`src/rtl/fsmc_reg_slave.sv`:
```
`default_nettype none
// ============================================================================
// fsmc_reg_slave : FSMC chip-select slave with RW register bank and stream FIFO
// Rev 1.0
// ============================================================================
module fsmc_reg_slave #(
  parameter int                    DATA_WIDTH   = 16,
  parameter int                    NUM_REGS     = 8,
  parameter int                    FIFO_DEPTH   = 16,
  parameter logic [DATA_WIDTH-1:0] STATUS_ADDR  = 16'h00F0,
  parameter logic [DATA_WIDTH-1:0] LEVEL_ADDR   = 16'h00F1,
  parameter logic [DATA_WIDTH-1:0] FIFO_ADDR    = 16'h00F2,
  parameter logic [DATA_WIDTH-1:0] UNMAPPED_VAL = 16'hDEAD
) (
  input  logic                           clk,
  input  logic                           reset_n,
  input  logic                           cs_sel,
  input  logic                           addr_en,
  input  logic                           rd_en,
  input  logic                           wr_en,
  input  logic [DATA_WIDTH-1:0]          bus_wdata,
  output logic [DATA_WIDTH-1:0]          bus_rdata,
  output logic [NUM_REGS*DATA_WIDTH-1:0] ctrl_regs,
  output logic [NUM_REGS-1:0]            reg_wr_pulse,
  input  logic [DATA_WIDTH-1:0]          status_in,
  input  logic [DATA_WIDTH-1:0]          stream_data,
  input  logic                           stream_valid,
  output logic                           stream_ready
);

  localparam int PTR_W = (FIFO_DEPTH > 1) ? $clog2(FIFO_DEPTH) : 1;
  localparam int CNT_W = $clog2(FIFO_DEPTH) + 1;
  localparam int IDX_W = (NUM_REGS > 1) ? $clog2(NUM_REGS) : 1;
  localparam int PAD_W = DATA_WIDTH - 1 - CNT_W;

  typedef enum logic [1:0] {
    S_IDLE = 2'd0,
    S_ADDR = 2'd1,
    S_READ = 2'd2
  } state_t;

  state_t                state_q, state_d;
  logic [DATA_WIDTH-1:0] addr_q, addr_d;
  logic                  addr_en_q, wr_en_q;
  logic                  prefetch_q, prefetch_d;
  logic [DATA_WIDTH-1:0] rdata_q, rdata_d;
  logic [DATA_WIDTH-1:0] regs_q [NUM_REGS];
  logic [DATA_WIDTH-1:0] regs_d [NUM_REGS];
  logic [NUM_REGS-1:0]   pulse_q, pulse_d;
  logic [PTR_W-1:0]      head_q, head_d, tail_q, tail_d;
  logic [CNT_W-1:0]      count_q, count_d;
  logic                  underflow_q, underflow_d;
  logic [DATA_WIDTH-1:0] mem_q [FIFO_DEPTH];

  logic                  addr_fall, wr_rise, wr_fall, addr_is_reg, push, pop;
  logic [IDX_W-1:0]      reg_idx;
  logic [DATA_WIDTH-1:0] fetch_val;

  assign addr_fall    = addr_en_q & ~addr_en;
  assign wr_rise      = ~wr_en_q & wr_en;
  assign wr_fall      = wr_en_q & ~wr_en;
  assign addr_is_reg  = (addr_q < DATA_WIDTH'(NUM_REGS));
  assign reg_idx      = addr_q[IDX_W-1:0];
  assign stream_ready = (count_q < CNT_W'(FIFO_DEPTH));
  assign push         = stream_valid & stream_ready;

  // Read source for the prefetch; an empty FIFO reads as zero.
  always_comb begin
    fetch_val = UNMAPPED_VAL;
    if (addr_is_reg)                fetch_val = regs_q[reg_idx];
    else if (addr_q == STATUS_ADDR) fetch_val = status_in;
    else if (addr_q == LEVEL_ADDR)  fetch_val = {underflow_q, {PAD_W{1'b0}}, count_q};
    else if (addr_q == FIFO_ADDR)   fetch_val = (count_q != '0) ? mem_q[head_q] : '0;
  end

  always_comb begin
    state_d     = state_q;
    addr_d      = addr_q;
    prefetch_d  = 1'b0;
    rdata_d     = prefetch_q ? fetch_val : rdata_q;
    regs_d      = regs_q;
    pulse_d     = '0;
    underflow_d = underflow_q;
    pop         = 1'b0;
    case (state_q)
      S_IDLE: begin
        if (addr_fall && cs_sel) begin
          state_d    = S_ADDR;
          addr_d     = bus_wdata;
          prefetch_d = 1'b1;
        end
      end
      S_ADDR: begin
        if (addr_fall) begin
          if (cs_sel) begin
            addr_d     = bus_wdata;
            prefetch_d = 1'b1;
          end else begin
            state_d = S_IDLE;
          end
        end else if (rd_en) begin
          if (addr_is_reg) begin
            regs_d[reg_idx]  = bus_wdata;
            pulse_d[reg_idx] = 1'b1;
          end
          state_d = S_IDLE;
        end else if (wr_rise) begin
          state_d = S_READ;
        end
      end
      S_READ: begin
        // A new address phase here abandons the read without side effects.
        if (addr_fall) begin
          if (cs_sel) begin
            state_d    = S_ADDR;
            addr_d     = bus_wdata;
            prefetch_d = 1'b1;
          end else begin
            state_d = S_IDLE;
          end
        end else if (wr_fall) begin
          if (addr_q == FIFO_ADDR) begin
            if (count_q != '0) pop = 1'b1;
            else               underflow_d = 1'b1;
          end else if (addr_q == LEVEL_ADDR) begin
            underflow_d = 1'b0;
          end
          state_d = S_IDLE;
        end
      end
      default: state_d = S_IDLE;
    endcase

    head_d = pop  ? head_q + PTR_W'(1) : head_q;
    tail_d = push ? tail_q + PTR_W'(1) : tail_q;
    case ({push, pop})
      2'b10:   count_d = count_q + CNT_W'(1);
      2'b01:   count_d = count_q - CNT_W'(1);
      default: count_d = count_q;
    endcase
  end

  always_ff @(posedge clk) begin
    if (!reset_n) begin
      state_q     <= S_IDLE;
      addr_q      <= '0;
      addr_en_q   <= 1'b0;
      wr_en_q     <= 1'b0;
      prefetch_q  <= 1'b0;
      rdata_q     <= '0;
      pulse_q     <= '0;
      head_q      <= '0;
      tail_q      <= '0;
      count_q     <= '0;
      underflow_q <= 1'b0;
      for (int i = 0; i < NUM_REGS; i++) regs_q[i] <= '0;
    end else begin
      state_q     <= state_d;
      addr_q      <= addr_d;
      addr_en_q   <= addr_en;
      wr_en_q     <= wr_en;
      prefetch_q  <= prefetch_d;
      rdata_q     <= rdata_d;
      pulse_q     <= pulse_d;
      head_q      <= head_d;
      tail_q      <= tail_d;
      count_q     <= count_d;
      underflow_q <= underflow_d;
      regs_q      <= regs_d;
    end
  end

  always_ff @(posedge clk) begin
    if (push) mem_q[tail_q] <= stream_data;
  end

  assign bus_rdata    = rdata_q;
  assign reg_wr_pulse = pulse_q;

  for (genvar i = 0; i < NUM_REGS; i++) begin : g_flat
    assign ctrl_regs[i*DATA_WIDTH +: DATA_WIDTH] = regs_q[i];
  end

endmodule
`default_nettype wire

```
`config.mk`:
```
export PLATFORM = sky130hd
export DESIGN_NAME = fsmc_reg_slave
export DESIGN_NICKNAME = d
export VERILOG_FILES = /design/src/rtl/fsmc_reg_slave.sv
export SDC_FILE = /design/constraint.sdc
export NUM_CORES = 1
export LEC_CHECK = 0
export ABC_CLOCK_PERIOD_IN_PS = 3400
export CAP_MARGIN = 20
export CORE_MARGIN = 10
export CORE_UTILIZATION = 30
export CTS_CLUSTER_SIZE = 25
export DETAILED_ROUTE_END_ITERATION = 16
export MAX_ROUTING_LAYER = met4
export PLACE_DENSITY_LB_ADDON = 0.25
export SLEW_MARGIN = 20
export SYNTH_ARGS = -nofsm -noshare
export SYNTH_HDL_FRONTEND = slang
export SYNTH_SLANG_ARGS = --single-unit
export TNS_END_PERCENT = 50
```
`constraint.sdc`:
```
create_clock -name clk -period 3.4 [get_ports clk]
set_input_delay 0.51 -clock clk [delete_from_list [all_inputs] [get_ports clk]]
set_output_delay 0.51 -clock clk [all_outputs]
set_load 0.03 [all_outputs]
```
== Word-level counts from Yosys, hierarchy flattened ==
Memories as Yosys holds them, arrays and structs flattened. A register that Yosys moved wholly into a read port is not among the register bits.
Index checks and enable logic that the tools add are counted.
Storage, ports and cells
  flip-flop bits (word level): 187
  memory bits (writable): 256
  bits of input ports: 55
  output and inout port bits: 153
  word-level logic and storage cells: 114
  memories: 1
Memory list
  mem_q: depth 16, width 16, rd ports 1, clocked after memory_dff 1, wr ports 1, RTL line 53  | logic [DATA_WIDTH-1:0] mem_q [FIFO_DEPTH];
Operators by class
  add/sub/neg operators: 4
  $lt $le $gt $ge: 6
  equal/unequal tests: 14
  muxes and demuxes: 43
  bitwise logic cells: 13
  reduce and logical (&&, ||, !) cells: 14
Operator list (number)
  2-to-1 mux 16 bit: 11
  bitwise mux 128 bit: 1
  binary-select mux 16 bit (select 3 bit): 1
  demux 16 bit (select 3 bit): 1
  == test 16 x 8 -> 1 bit (second input constant): 3
  case mux 16 bit (2 select lines): 1
  less-than comparator 16 x 4 -> 1 bit (second input constant): 1
  2-to-1 mux 1 bit: 15
  2-to-1 mux 2 bit: 7
  AND reduction 4 bit: 3
  case mux 5 bit (2 select lines): 1
  adder 4 x 1 -> 4 bit (second input constant): 2
  2-to-1 mux 4 bit: 2
  NOT 1 bit: 8
  inequality test 3 bit (second input constant): 2
  case mux 2 bit (3 select lines): 1
  nonzero test 2 bit: 3
  adder 5 x 1 -> 5 bit (second input constant): 1
  less-than comparator 5 bit (second input constant): 1
  AND reduction 5 bit: 1
  nonzero test 5 bit: 1
  OR reduction 5 bit: 1
  subtractor 5 x 1 -> 5 bit (second input constant): 1
  AND 1 bit: 4
  15 further kinds: 21

== Longest topological paths before layout ==
  depth after elaboration: 8
  depth in mapped cells: 14
  gate-level depth less buffers: 13

== Least setup slack after synthesis ==
Ideal clock, no wire load.
  path type: register -> register
  start point: register addr_q[5]
  end point: register count_q[4]
  setup time: 0.072 ns
  arrival time: 3.066 ns
  data required time: 3.328 ns
  setup slack: 0.262 ns
  stages on the path, launching flop included: 14
  path buffers: 2
  period minus slack after synthesis: 3.138 ns
  cells stage by stage: dfxtp_1 nor4bb_1 and4_1 clkbuf_1 and3_1 ha_1 clkbuf_1 xor2_1 ha_1 a31oi_1 a2bb2oi_1 nor2_1 a311oi_1 mux2i_1
Between the ends
  word-level cells in the longest chain between the ends: 7
  elaborated cells between the ends (all ways): 9
  classes of those cells: eq/ne (3); mux (5); reduce/logical (1)
Ends and longest elaborated chain
  start, declared: RTL line 43  | logic [DATA_WIDTH-1:0] addr_q, addr_d;
  start signal, assigned: RTL line 159  | addr_q <= addr_d;
  == test 16 x 8 -> 1 bit (*): RTL line 122  | if (addr_q == FIFO_ADDR) begin
  2-to-1 mux 1 bit (*): RTL line 122
  2-to-1 mux 1 bit (*): RTL line 121  | end else if (wr_fall) begin
  2-to-1 mux 1 bit (*): RTL line 113  | if (addr_fall) begin
  2-to-1 mux 1 bit (*): RTL line 85  | case (state_q)
  named net pop: RTL line 55  | logic addr_fall, wr_rise, wr_fall, addr_is_reg, push, pop;
  == test 2 x 1 -> 1 bit or == test 2 bit (tied branches): RTL line 136  | case ({push, pop})
  case mux 5 bit (2 select lines) or nonzero test 2 bit (tied branches)
  end signal, assigned: RTL line 167  | count_q <= count_d;
  end, declared: RTL line 51  | logic [CNT_W-1:0] count_q, count_d;
The timed path passes the listed nets; every way through them passes the cells marked *.
A chain may end at the register's enable or synchronous reset.

== Worst setup path after layout ==
Same ends and word-level chain as after synthesis.

==> impl_metrics.yaml <==
floorplan:
  dieArea_um2: 72200
  core_um2: 61500
  io_pins: 208
  initial_core_util_pct: 30.2
  die_h_um: 269
  die_w_um: 269
  rows: 91
clock_network:
  cts.sinks: 447
  clockBufferDepth: 3
  cts_setup_buffers: 0
  insertion_delay_ps: 590
  cts_resized: 0
  cts-buffers-inserted: 47
  cts_hold_buf: 0
  cts_tree: "yes"
  clk_pin_slew_ps: 60
  root_buffer: "clkbuf_16"
  cts_htree_levels: 2
finish:
  nFillCells: 5833
  multi_input_area_um2: 6560
  final_util_pct: 38.0
  layout-drive-gt1-share_pct: 16.1
  finish.net_count: 1666
  seq_area_um2: 11500
  syn_to_final_growth_pct: 25.7
timing:
  fin_crit_ps: 3070
  setup_tns_ps: 0
  fin_worst_skew_ps: 18.6
  hold_ws_ps: 471
  max_slew_margin_pct: 42.1
  min_period_over_period_pct: 90.4
  hold_violations: 0
  worst_slew_pin_slew_ps: 865
  max_freq_mhz: 325
  finalSetupViolations: 0
  rsz0062_at_grt: "false"
  drv_slew: 0
power:
  p_leak_nw: 7.48
  peakVddDrop_mv: 0.515
  power_density_nw_per_um2: 526
routing:
  wl_per_cell_um: 25.0
  first_pass_iters: 5
  vias: 12450
  wirelength_um: 60800
  drt_iter0_drc: 1022
  drc: 0
  antenna_left: 0
  via_per_inst: 5.13
worst_setup_path:
  critPathMaxStageDelay_ps: 550
  worst-setup-path-type: "reg2reg"
  critPathArrivalTime_ps: 3580
  slowest_stage: "nor4bb_1"
  critPathRequiredTime_ps: 3910
  worst-path-max-fanout: 6
  worstSetupStartpointType: "flop"
  critPathCaptureType: "flop"
  path_cells: "nor4bb_1, and4_1, and3_1, ha_1, xor2_1, ha_1, nand2_1, o211ai_1, a31oi_1, a311oi_1, mux2i_1"
  crit_top_cell: "ha_1"
placement:
  gp_congestion: 0.874
  dp_hpwl_um: 42800
  io_buffer_count: 207
job:
  drv_cap: 0
yosys:
  seq_area_frac_synth_pct: 62.0
  ys_types: 68
  synth_cells: 1378
  ys_seq_elements: 447
  synth_async_sr_flop_share_pct: 0
  syn_nets: 1445
  synthesis.area_um2: 18600
  synth_ff_type: "edfxtp_1"
  synth_edf_count: 256
  yosys-top-cells-area: "edfxtp_1 41%, dfxtp_1 21%, mux4_2 8.7%"
  synth_top_area_share_pct: 41.4
  yosysTopAreaCell: "edfxtp_1"
  synth.avg_cell_area_um2: 13.5
  synth-warning-count: 0
run_status:
  status: "finished clean"
global_routing:
  grt_overflow_total: 0
  grt_pass1_vias: 12498
  grtUsageTotal_pct: 17.0
  grt_pass1_wl_um: 88700
  antenna_found_initial: 4
  grt_max_degree: 148
min_path:
  hold_class: "reg2reg"
-- cells in the mapped netlist, types with 6 or more instances --
| library cell | count |
|---|---|
| edfxtp_1 | 256 |
| dfxtp_1 | 191 |
| mux2i_1 | 156 |
| nor2_1 | 154 |
| nand2_1 | 106 |
| mux4_2 | 72 |
| a21oi_1 | 55 |
| clkbuf_1 | 55 |
| buf_2 | 34 |
| o21ai_0 | 26 |
| a221oi_1 | 24 |
| mux2_2 | 20 |
| inv_1 | 15 |
| and3_1 | 14 |
| a22oi_1 | 12 |
| ha_1 | 12 |
| nor3_1 | 12 |
| a31oi_1 | 11 |
| and2_1 | 11 |
| nand3_1 | 11 |
| nor2b_1 | 10 |
| nor4_1 | 9 |
| o22ai_1 | 9 |
| buf_1 | 7 |
| buf_4 | 7 |
| nand2b_1 | 7 |
| o211ai_1 | 6 |
-- critical path: cells and delay by family, from the launching register on --
family,cells,cell delay (ps)
flops,1,360
compound gates,3,530
xor+xnor,1,180
simple gates,4,1170
mux,1,220
fa+ha+maj,2,550
-- state kept, by name (all words and copies together) (netlist names), named ones only --
name	count
tail_q	4
state_q	2
addr_en_q	1
addr_q	16
prefetch_q	1
mem_q	256
wr_en_q	1
count_q	5
bus_rdata	16
underflow_q	1
reg_wr_pulse	8
ctrl_regs	128
head_q	4
-- final cells by class --
type                    instances  area share, %
flip-flops and latches        447           49.4
multi-input cells             808           28.1
repair buffers                279           11.4
clock buffers                  76           6.06
well taps                     790           4.24
clock inverters                10          0.563
inverters                      16          0.268
diodes                          3         0.0322
-- cell families after synthesis --
logic type,after synthesis,synth area share [%]
and+or+nand+nor,366,9.25
AOI/OAI and AO/OA,175,6.31
buffers and inverters,123,2.95
adders and majority gates,12,0.809
DFF,447,62.0
muxes,248,18.4
xor gates and xnor gates,7,0.330
-- power breakdown --
part           switching (W)  internal [W]  leakage, nW
clock                0.00212       0.00307        0.758
combinational       0.000817      0.000400         2.86
sequential         0.0000651       0.00581         3.86
-- stage by stage --
stage	instance area [um^2]	setup slack, ps	std cells	total power, W
after global placement	21800	230	2340	0.00718
after global routing	23300	122	2429	0.0127
after floorplan	18600	262	1378	0.00666
final	23300	326	2429	0.0123
after CTS	23300	366	2426	0.0124
after detailed placement	21800	217	2340	0.00720
-- metal layers --
| metal | part of all wire [%] | up-vias | GRT usage (%) |
|---|---|---|---|
| met3 | 6.4 | 90 | 3.12 |
| met5 | 0 | - | - |
| met1 | 45 | 6325 | 22.4 |
| met4 | 2.2 | 0 | 4.42 |
| met2 | 47 | 398 | 26.8 |
| li1 | - | 5637 | - |
-- cell usage in the layout (no fill, tap or decap), drive strengths merged, types with 5 or more instances in the layout --
master / instances
a21oi: 55
a221oi: 24
a22oi: 12
a31oi: 11
and2: 12
and3: 14
buf: 72
clkbuf: 76
clkdlybuf4s50: 207
clkinv: 5
dfxtp: 191
edfxtp: 256
ha: 12
inv: 17
mux2: 20
mux2i: 156
mux4: 72
nand2: 106
nand2b: 7
nand3: 11
nor2: 154
nor2b: 10
nor3: 13
nor4: 13
o211ai: 6
o21ai: 26
o22ai: 9
-- worst paths after layout --
| check | end | slack, ps | depth (start not counted) | from |
|---|---|---|---|---|
| worst max-delay path | count_q[4] | 330 | 11 | addr_q[5] |
| worst max register to register | count_q[4] | 330 | 11 | addr_q[5] |
| worst min register to register | bus_rdata[2] | 470 | 2 | bus_rdata[2] |
| worst min-delay path | bus_rdata[2] | 470 | 2 | bus_rdata[2] |
(Power assumes the default switching activity.)
